**src/rtl/det_ctrl_pkg.sv**
```systemverilog
// Shared definitions for the detector round sequencer.
//   state_t    : sequencer FSM states
//   CH_A/B/C   : bit position of each channel in the detector's y vector
//   NUM_CH     : number of detector channels
//   popcount3  : number of set bits in a 3-bit vector (used for tie detection)
package det_ctrl_pkg;

  typedef enum logic [1:0] {
    IDLE   = 2'd0,
    ARM    = 2'd1,
    WAIT   = 2'd2,
    REPORT = 2'd3
  } state_t;

  localparam int CH_A   = 0;
  localparam int CH_B   = 1;
  localparam int CH_C   = 2;
  localparam int NUM_CH = 3;

  function automatic logic [1:0] popcount3(input logic [2:0] v);
    return {1'b0, v[0]} + {1'b0, v[1]} + {1'b0, v[2]};
  endfunction

endpackage

```
**src/rtl/sat_counter.sv**
```systemverilog
// Saturating up-counter with synchronous clear.
//   clk : system clock, rising edge
//   rst : asynchronous active-low reset, clears q
//   clr : synchronous clear, takes priority over inc
//   inc : increment request; ignored once q is all ones
//   q   : counter value
module sat_counter #(
  parameter int W = 8
) (
  input  logic         clk,
  input  logic         rst,
  input  logic         clr,
  input  logic         inc,
  output logic [W-1:0] q
);

  logic [W-1:0] q_reg;

  always_ff @(posedge clk or negedge rst) begin
    if (!rst) begin
      q_reg <= '0;
    end else if (clr) begin
      q_reg <= '0;
    end else if (inc && (q_reg != {W{1'b1}})) begin
      q_reg <= q_reg + 1'b1;
    end
  end

  assign q = q_reg;

endmodule

```
**src/rtl/det_round_ctrl.sv**
```systemverilog
// Round sequencer for the three-input first-signal detector.
// Arms the detector by pulsing its active-low reset, waits for a non-zero
// y or a timeout, reports the result and keeps saturating win scores.
//   clk        : system clock, rising edge
//   rst        : asynchronous active-low reset
//   start      : one-cycle request to run a round (only honoured in IDLE)
//   abort      : cancel a round in ARM or WAIT
//   clr_scores : synchronous clear of all score and round counters
//   det_y      : detector output (bit0=a, bit1=b, bit2=c)
//   det_rst_n  : detector reset, low while arming
//   busy       : high in ARM, WAIT, REPORT
//   done       : one-cycle pulse in REPORT
//   timeout    : last completed round ended without a winner
//   winner     : det_y captured at round end (000 on timeout)
//   tie        : winner has more than one bit set
//   score_a/b/c: saturating per-channel win counts
//   round_cnt  : saturating count of completed rounds
module det_round_ctrl
  import det_ctrl_pkg::*;
#(
  parameter int ARM_CYCLES     = 2,
  parameter int TIMEOUT_CYCLES = 1000,
  parameter int CNT_W          = 8
) (
  input  logic             clk,
  input  logic             rst,
  input  logic             start,
  input  logic             abort,
  input  logic             clr_scores,
  input  logic [2:0]       det_y,
  output logic             det_rst_n,
  output logic             busy,
  output logic             done,
  output logic             timeout,
  output logic [2:0]       winner,
  output logic             tie,
  output logic [CNT_W-1:0] score_a,
  output logic [CNT_W-1:0] score_b,
  output logic [CNT_W-1:0] score_c,
  output logic [CNT_W-1:0] round_cnt
);

  localparam int AW   = (ARM_CYCLES > 1) ? $clog2(ARM_CYCLES + 1) : 1;
  localparam int TO_W = $clog2(TIMEOUT_CYCLES + 1);

  state_t            state_reg, state_next;
  logic [AW-1:0]     arm_cnt_reg;
  logic [TO_W-1:0]   to_cnt_reg;
  logic              det_rst_n_reg;
  logic [2:0]        winner_reg;
  logic              tie_reg;
  logic              timeout_reg;
  logic              enter_report;
  logic              in_report;
  logic [CNT_W-1:0]  score_q [NUM_CH];

  // Next-state logic. abort has priority over a detection seen in the
  // same WAIT cycle.
  always_comb begin
    state_next = state_reg;
    case (state_reg)
      IDLE: begin
        if (start) state_next = ARM;
      end
      ARM: begin
        if (abort)                                  state_next = IDLE;
        else if (arm_cnt_reg == AW'(ARM_CYCLES - 1)) state_next = WAIT;
      end
      WAIT: begin
        if (abort)                                        state_next = IDLE;
        else if (det_y != 3'b000)                         state_next = REPORT;
        else if (to_cnt_reg == TO_W'(TIMEOUT_CYCLES - 1)) state_next = REPORT;
      end
      REPORT: begin
        state_next = IDLE;
      end
      default: state_next = IDLE;
    endcase
  end

  assign enter_report = (state_reg == WAIT) && (state_next == REPORT);
  assign in_report    = (state_reg == REPORT);

  always_ff @(posedge clk or negedge rst) begin
    if (!rst) begin
      state_reg     <= IDLE;
      arm_cnt_reg   <= '0;
      to_cnt_reg    <= '0;
      det_rst_n_reg <= 1'b0;
      winner_reg    <= 3'b000;
      tie_reg       <= 1'b0;
      timeout_reg   <= 1'b0;
    end else begin
      state_reg   <= state_next;
      arm_cnt_reg <= (state_reg == ARM)  ? arm_cnt_reg + 1'b1 : '0;
      to_cnt_reg  <= (state_reg == WAIT) ? to_cnt_reg + 1'b1  : '0;
      // Registered so the detector is held cleared during our own reset,
      // then released on the first edge afterwards.
      det_rst_n_reg <= (state_next != ARM);
      if (enter_report) begin
        // On timeout det_y is 000, so capturing it directly gives winner=000.
        winner_reg  <= det_y;
        tie_reg     <= (popcount3(det_y) > 2'd1);
        timeout_reg <= (det_y == 3'b000);
      end
    end
  end

  // Score counters: each channel scores when its bit is set in the
  // captured winner during REPORT; a tie credits every involved channel.
  for (genvar gi = 0; gi < NUM_CH; gi++) begin : g_score
    sat_counter #(.W(CNT_W)) u_score (
      .clk (clk),
      .rst (rst),
      .clr (clr_scores),
      .inc (in_report && winner_reg[gi]),
      .q   (score_q[gi])
    );
  end

  sat_counter #(.W(CNT_W)) u_round (
    .clk (clk),
    .rst (rst),
    .clr (clr_scores),
    .inc (in_report),
    .q   (round_cnt)
  );

  assign score_a   = score_q[CH_A];
  assign score_b   = score_q[CH_B];
  assign score_c   = score_q[CH_C];
  assign det_rst_n = det_rst_n_reg;
  assign busy      = (state_reg != IDLE);
  assign done      = in_report;
  assign winner    = winner_reg;
  assign tie       = tie_reg;
  assign timeout   = timeout_reg;

endmodule

```
**config.mk**
```make
export PLATFORM = sky130hd
export DESIGN_NAME = det_round_ctrl
export DESIGN_NICKNAME = d
export VERILOG_FILES = /design/src/rtl/det_ctrl_pkg.sv /design/src/rtl/sat_counter.sv /design/src/rtl/det_round_ctrl.sv
export SDC_FILE = /design/constraint.sdc
export NUM_CORES = 1
export LEC_CHECK = 0
export ABC_CLOCK_PERIOD_IN_PS = 1760
export CAP_MARGIN = 20
export CORE_UTILIZATION = 52
export CTS_CLUSTER_DIAMETER = 150
export DETAILED_ROUTE_END_ITERATION = 16
export HOLD_SLACK_MARGIN = 0.02
export PLACE_DENSITY = 0.83
export SLEW_MARGIN = 40
export SYNTH_ARGS = -nofsm -noshare
export SYNTH_HDL_FRONTEND = slang
export SYNTH_SLANG_ARGS = --single-unit
```
**constraint.sdc**
```tcl
create_clock -name clk -period 1.76 [get_ports clk]
set_input_delay 0.176 -clock clk [delete_from_list [all_inputs] [get_ports clk]]
set_output_delay 0.176 -clock clk [all_outputs]
set_load 0.01 [all_outputs]
```
Yosys cells after proc, flatten, opt, wreduce, memory -nomap -nowiden
Index checks and enable logic that the tools add are counted. Widths: inputs -> output; s select.

Output and inout bits: 40. Bits in registers: 52. Bits of input ports: 8. Word-level logic and storage cells: 64.

Add/subtract/negate cells: 8. Reduce and logical (&&, ||, !) cells: 16. Order comparisons: 1. Equal/unequal tests: 11. Mux-type cells: 17.

Operator list (number): $mux 8 (8); $add 8x1->8 const B (4); $ne 8x8->1 const B (4); $mux 2 (7); $add 10x1->10 const B (1); $eq 10x10->1 const B (1); $mux 10 (1); $reduce_bool 2->1 (5); $logic_and 1x1->1 (8); $pmux 2 s4 (1); $eq 2x2->1 const B (3); $eq 2x1->1 const B (2); $logic_not 3->1 (1); $reduce_bool 3->1 (1); $add 1x1->2 (1); $add 2x1->2 (1); $add 2x1->2 const B (1); $gt 2x1->1 const B (1); $logic_not 2->1 (1); $ne 2x1->1 const B (1).

Logic depth before layout (Yosys ltp)
Depth after elaboration: 7. Gate-level depth with buffers: 7. Gate-level depth less buffers: 6.

Modules after synthesis
Synthesis repeated with hierarchy kept, for this count alone.

Cells, all modules: 283. Area total of the unflattened synthesis: 2788.9 um^2.

By module, submodules not included: sat_counter (instances 4, seq. area each 200.2 um^2, area an instance 464.2 um^2, cells an instance 49); det_round_ctrl (instances 1, seq. area each 500.5 um^2, area an instance 932.1 um^2, cells an instance 87).

Worst setup path before layout
OpenSTA, ideal clock, no wires.

Kind: register to register. Start: register state_reg[0]. End: register winner_reg[0] (netlist: winner[0]). Stages on the path, launching flop included: 5. Arrival time: 1456 ps. Buffers on the path: 0. Path slack: 179 ps. Clock period less this slack: 1581 ps. Data required time: 1635 ps. Setup time: 125 ps. Cells stage by stage: dfrtp_1 > or3b_4 > nor4_4 > nor2_2 > mux2_4.

Cells in the longest elaborated chain, start to end: 6. Elaborated cells between the ends (all ways): 13. Those cells by class: eq/ne: 4; mux: 7; reduce/logical: 2.

Ends and longest elaborated chain: start, declared (RTL line det_round_ctrl.sv:46) `state_t state_reg, state_next;`; start signal, assigned (RTL line det_round_ctrl.sv:94) `state_reg <= state_next;`; $mux 2 (RTL line det_round_ctrl.sv:72) `else if (to_cnt_reg == TO_W'(TIMEOUT_CYCLES - 1)) state_next = REPORT;`; $mux 2 (RTL line det_round_ctrl.sv:71) `else if (det_y != 3'b000) state_next = REPORT;`; $mux 2 (RTL line det_round_ctrl.sv:70) `if (abort) state_next = IDLE;`; $pmux 2 s4 (RTL line det_round_ctrl.sv:61) `case (state_reg)`; $eq 2x2->1 (RTL line det_round_ctrl.sv:81) `assign enter_report = (state_reg == WAIT) && (state_next == REPORT);`; $logic_and 1x1->1 * (RTL line det_round_ctrl.sv:81); end signal, assigned (RTL line det_round_ctrl.sv:102) `winner_reg <= det_y;`; end, declared (RTL line det_round_ctrl.sv:50) `logic [2:0] winner_reg;`.

Mark *: on every way between the ends. The rest lies on a longest branch, timed or not. A chain may end at the register's enable or synchronous reset.

Final worst setup path
Ends and elaborated chain as after synthesis.

==> run_results.csv <==
group,metric,value,unit
worst_setup_path,reg2regPathDepth,4,
synthesis,synth_enable_flop_cells,0,
finish,nNetsFinal,341,
finish,areaGrowthSynthToFinish,26.8,%
drt,drt_iter0_markers,154,
worst_setup_path,worstPathArrival,1.88,ns
sta,tightestPinTransition,0.450,ns
die,fp.dieArea,5380,um2
drt,ant_nets,0,
die,start_util,0.549,
run,maxCapViolations,0,
finish,area.sequential,1300,um2
pwr,static-leakage-power,1.43,nW
sta,final.setup.tns,0,ns
synthesis,async_reset_ff_frac,1.00,
drt,met3_length,218,um
placement,detailedPlace.worstSlack,-0.0956,ns
drt,detailroute.wirelength.met2,2820,um
worst_setup_path,required,1.96,ns
worst_setup_path,worst-r2r-setup-slack,0.07,ns
hold_path,holdCritPathClass,"primary input to async pin",
drt,dr.pass1.iters,4,
finish,number_of_flip_flops_in_the_largest_register,24,
sta,final.setup_skew,0.00738,ns
drt,routed.top_layer,"met4",
die,fp.dieW,73.3,um
clocking,cts_tree,"built",
grt,maximum_number_of_pins_on_one_net_before_global_route_repair,53,
sta,finalCritPeriodShare,0.959,
drt,vias,2235,
placement,port-buffer-count,47,
drt,post-route-drc-count,0,
pwr,worst_ir_drop_on_vdd,0.563,mV
placement,placement.cell_area,3250,um2
synthesis,synthesis.nets,285,
sta,finalMaxSlewViolations,0,
clocking,clockBufferDepth,2,
sta,hold_viol_final,0,
die,vertical_extent_of_the_die,73.3,um
synthesis,synth.yosys.warnings,0,
die,pin_count,48,
finish,drive_above_1_share,0.0917,
synthesis,ys_dominant_reg_cell,"dfrtp_1",
sta,post-route-worst-setup-slack,0.0727,ns
worst_setup_path,rr_endpoint,"winner[0]",
worst_setup_path,worst_r2r_startpoint,"state_reg[0]",
grt,grt-ovfl-total,0,
placement,place_congestion,0.837,
worst_setup_path,cp_slowest_stage_delay,0.43,ns
worst_setup_path,worstSetupPathType,"flip-flop to flip-flop",
sta,rsz_0062_raised_after_global_routing,"no",
finish,fillers,404,
pwr,power.density_cell_area,807,nW/um2
finish,finish.instance_area,3350,um2
status,run_status,"complete, no violations",
sta,setup_violations,0,
placement,hpwlAfterDp,4000,um
synthesis,post_synth_instance_area,2650,um2
clocking,cts_inserted_buffers,5,
synthesis,portion_of_the_post_synthesis_area_used_by_sequential_elements,0.492,
drt,drt-vias-per-instance,5.67,
die,core-area,4820,um2
drt,wl_met1,2510,um
worst_setup_path,path_max_fanout,5,
worst_setup_path,critical_path.n_buffers_inverters,0,
finish,antenna_cells,0,
synthesis,yosys_register_bits,52,
sta,period_needed,1.69,ns
sta,timing.fmax,0.593,GHz
clocking,htreeDepth,2,
sta,relSlewSlack,0.698,
synthesis,postSynthCellCount,270,
synthesis,synth_area_per_cell,9.80,um2
worst_setup_path,path_cells,"or3b_4, nor4_4, nor2_2, mux2_4",
clocking,clk_transition_reported_paths,0.09,ns
synthesis,yosys.cell_types.count,42,
clocking,clock_insertion_delay_worst_skew,0.31,ns
drt,finalWirelength,5650,um
clocking,root_buffer,"clkbuf_8",
grt,grt_pass1_vias,2132,
worst_setup_path,worst_path_max_delay_cell,"or3b_4",
die,std_cell_rows,25,
drt,routedWlPerCell,14.3,um
grt,grt.total_usage,0.234,
finish,multi_input_comb_area,1280,um2
worst_setup_path,cell_class_contributing_the_biggest_share_of_worst_path_delay,"simple AND/OR/NAND/NOR gates",
grt,grt_antenna_before_repair,0,
worst_setup_path,timing.critical_path.to_type,"flip-flop",
worst_setup_path,timing.critical_path.from_type,"flip-flop",
grt,grt_first_pass_wirelength,9560,um
clocking,clkSinkCount,52,
cells in the final DEF (no fill, tap or decap), types with 2 or more instances in the layout:
| master | count |
|---|---|
| a211oi_1 | 7 |
| a21oi_1 | 9 |
| a31oi_1 | 7 |
| and3_1 | 7 |
| and4_1 | 5 |
| buf_12 | 2 |
| buf_4 | 7 |
| clkbuf_8 | 6 |
| clkdlybuf4s50_1 | 44 |
| clkinv_2 | 2 |
| dfrtp_1 | 52 |
| dlygate4sd2_1 | 2 |
| ha_1 | 7 |
| inv_1 | 6 |
| mux2_4 | 3 |
| mux2i_1 | 10 |
| nand2_1 | 18 |
| nand2b_1 | 2 |
| nand3_1 | 17 |
| nand4_1 | 8 |
| nor2_1 | 43 |
| nor2b_1 | 2 |
| nor3_1 | 15 |
| o211ai_1 | 2 |
| o21ai_0 | 4 |
| or2_2 | 2 |
| or3_1 | 3 |
| xnor2_1 | 7 |
| xor2_1 | 9 |
cell usage after synthesis, types with 6 or more instances:
master	instances	area share
and3_1	7	0.017
ha_1	7	0.033
nand2_1	18	0.026
nor2_1	43	0.061
nand4_1	8	0.019
dfrtp_1	52	0.49
xor2_1	9	0.030
inv_1	6	0.0085
mux2i_1	10	0.038
nor3_1	15	0.028
xnor2_1	7	0.023
a211oi_1	7	0.020
nand3_1	17	0.032
a21oi_1	9	0.017
a31oi_1	7	0.017
routing by layer:
metal  global-route usage  vias to the layer above
met2                0.392                       59
met3               0.0425                       11
met5                    0                        -
li1                     -                     1087
met4                0.103                        0
met1                0.299                     1078
logic make-up after synthesis:
group,after synthesis,share of synthesized area
XOR/XNOR,16,0.0530
flip-flops,52,0.492
adder cells (fa/ha/maj),7,0.0331
multiplexers,14,0.0591
buffers and inverters,15,0.0236
AND/OR/NAND/NOR,131,0.252
AO/OA/AOI/OAI,35,0.0879
tightest hold or removal path: stages:
cell and delay (ns):
dlygate4sd3_1 0.52, buf_2 0.12, buf_12 0.25
how the worst max path moves through the flow:
stage,start,endpoint,slack (ns),cells after the start
final,state_reg[0],winner[0],0.07,4
after global routing,state_reg[0],winner[1],0.01,4
after CTS,state_reg[0],winner[0],0.07,4
after detailed placement,abort,winner[0],-0.1,5
after global placement,abort,winner[1],-0.06,5
after floorplan,state_reg[0],winner[0],0.18,4
where the power goes:
| part | switching, W | internal, W |
|---|---|---|
| sequential | 0.000107 | 0.00129 |
| combinational | 0.000279 | 0.000327 |
| clock | 0.000386 | 0.000314 |
layout make-up:
cell class | count | area share
multi-input combinational | 203 | 0.382
timing repair buffer | 57 | 0.169
sequential | 52 | 0.388
tap | 67 | 0.0250
clock inverter | 2 | 0.00298
clock buffer | 6 | 0.0246
inverter | 7 | 0.00858
metrics by stage:
step	hold slack [ns]	std cells	util	power [W]
2_1_floorplan	-0.120	270	-	0.00170
3_3_place_gp	0.186	385	0.675	0.00202
3_5_place_dp	0.193	385	0.675	0.00204
4_1_cts	0.396	394	0.696	0.00273
5_1_grt	0.419	394	0.696	0.00284
6_report	0.383	394	0.696	0.00271
timing repair:
action | 4_1_cts | 5_1_grt
hold buffers | 1 | 0
buffers inserted | 0 | 0
hold endpoints to repair | 52 | 0
resized for setup | 3 | 1
endpoints found under the setup margin | 2 | 1
Power figures use the tool's default switching activity.
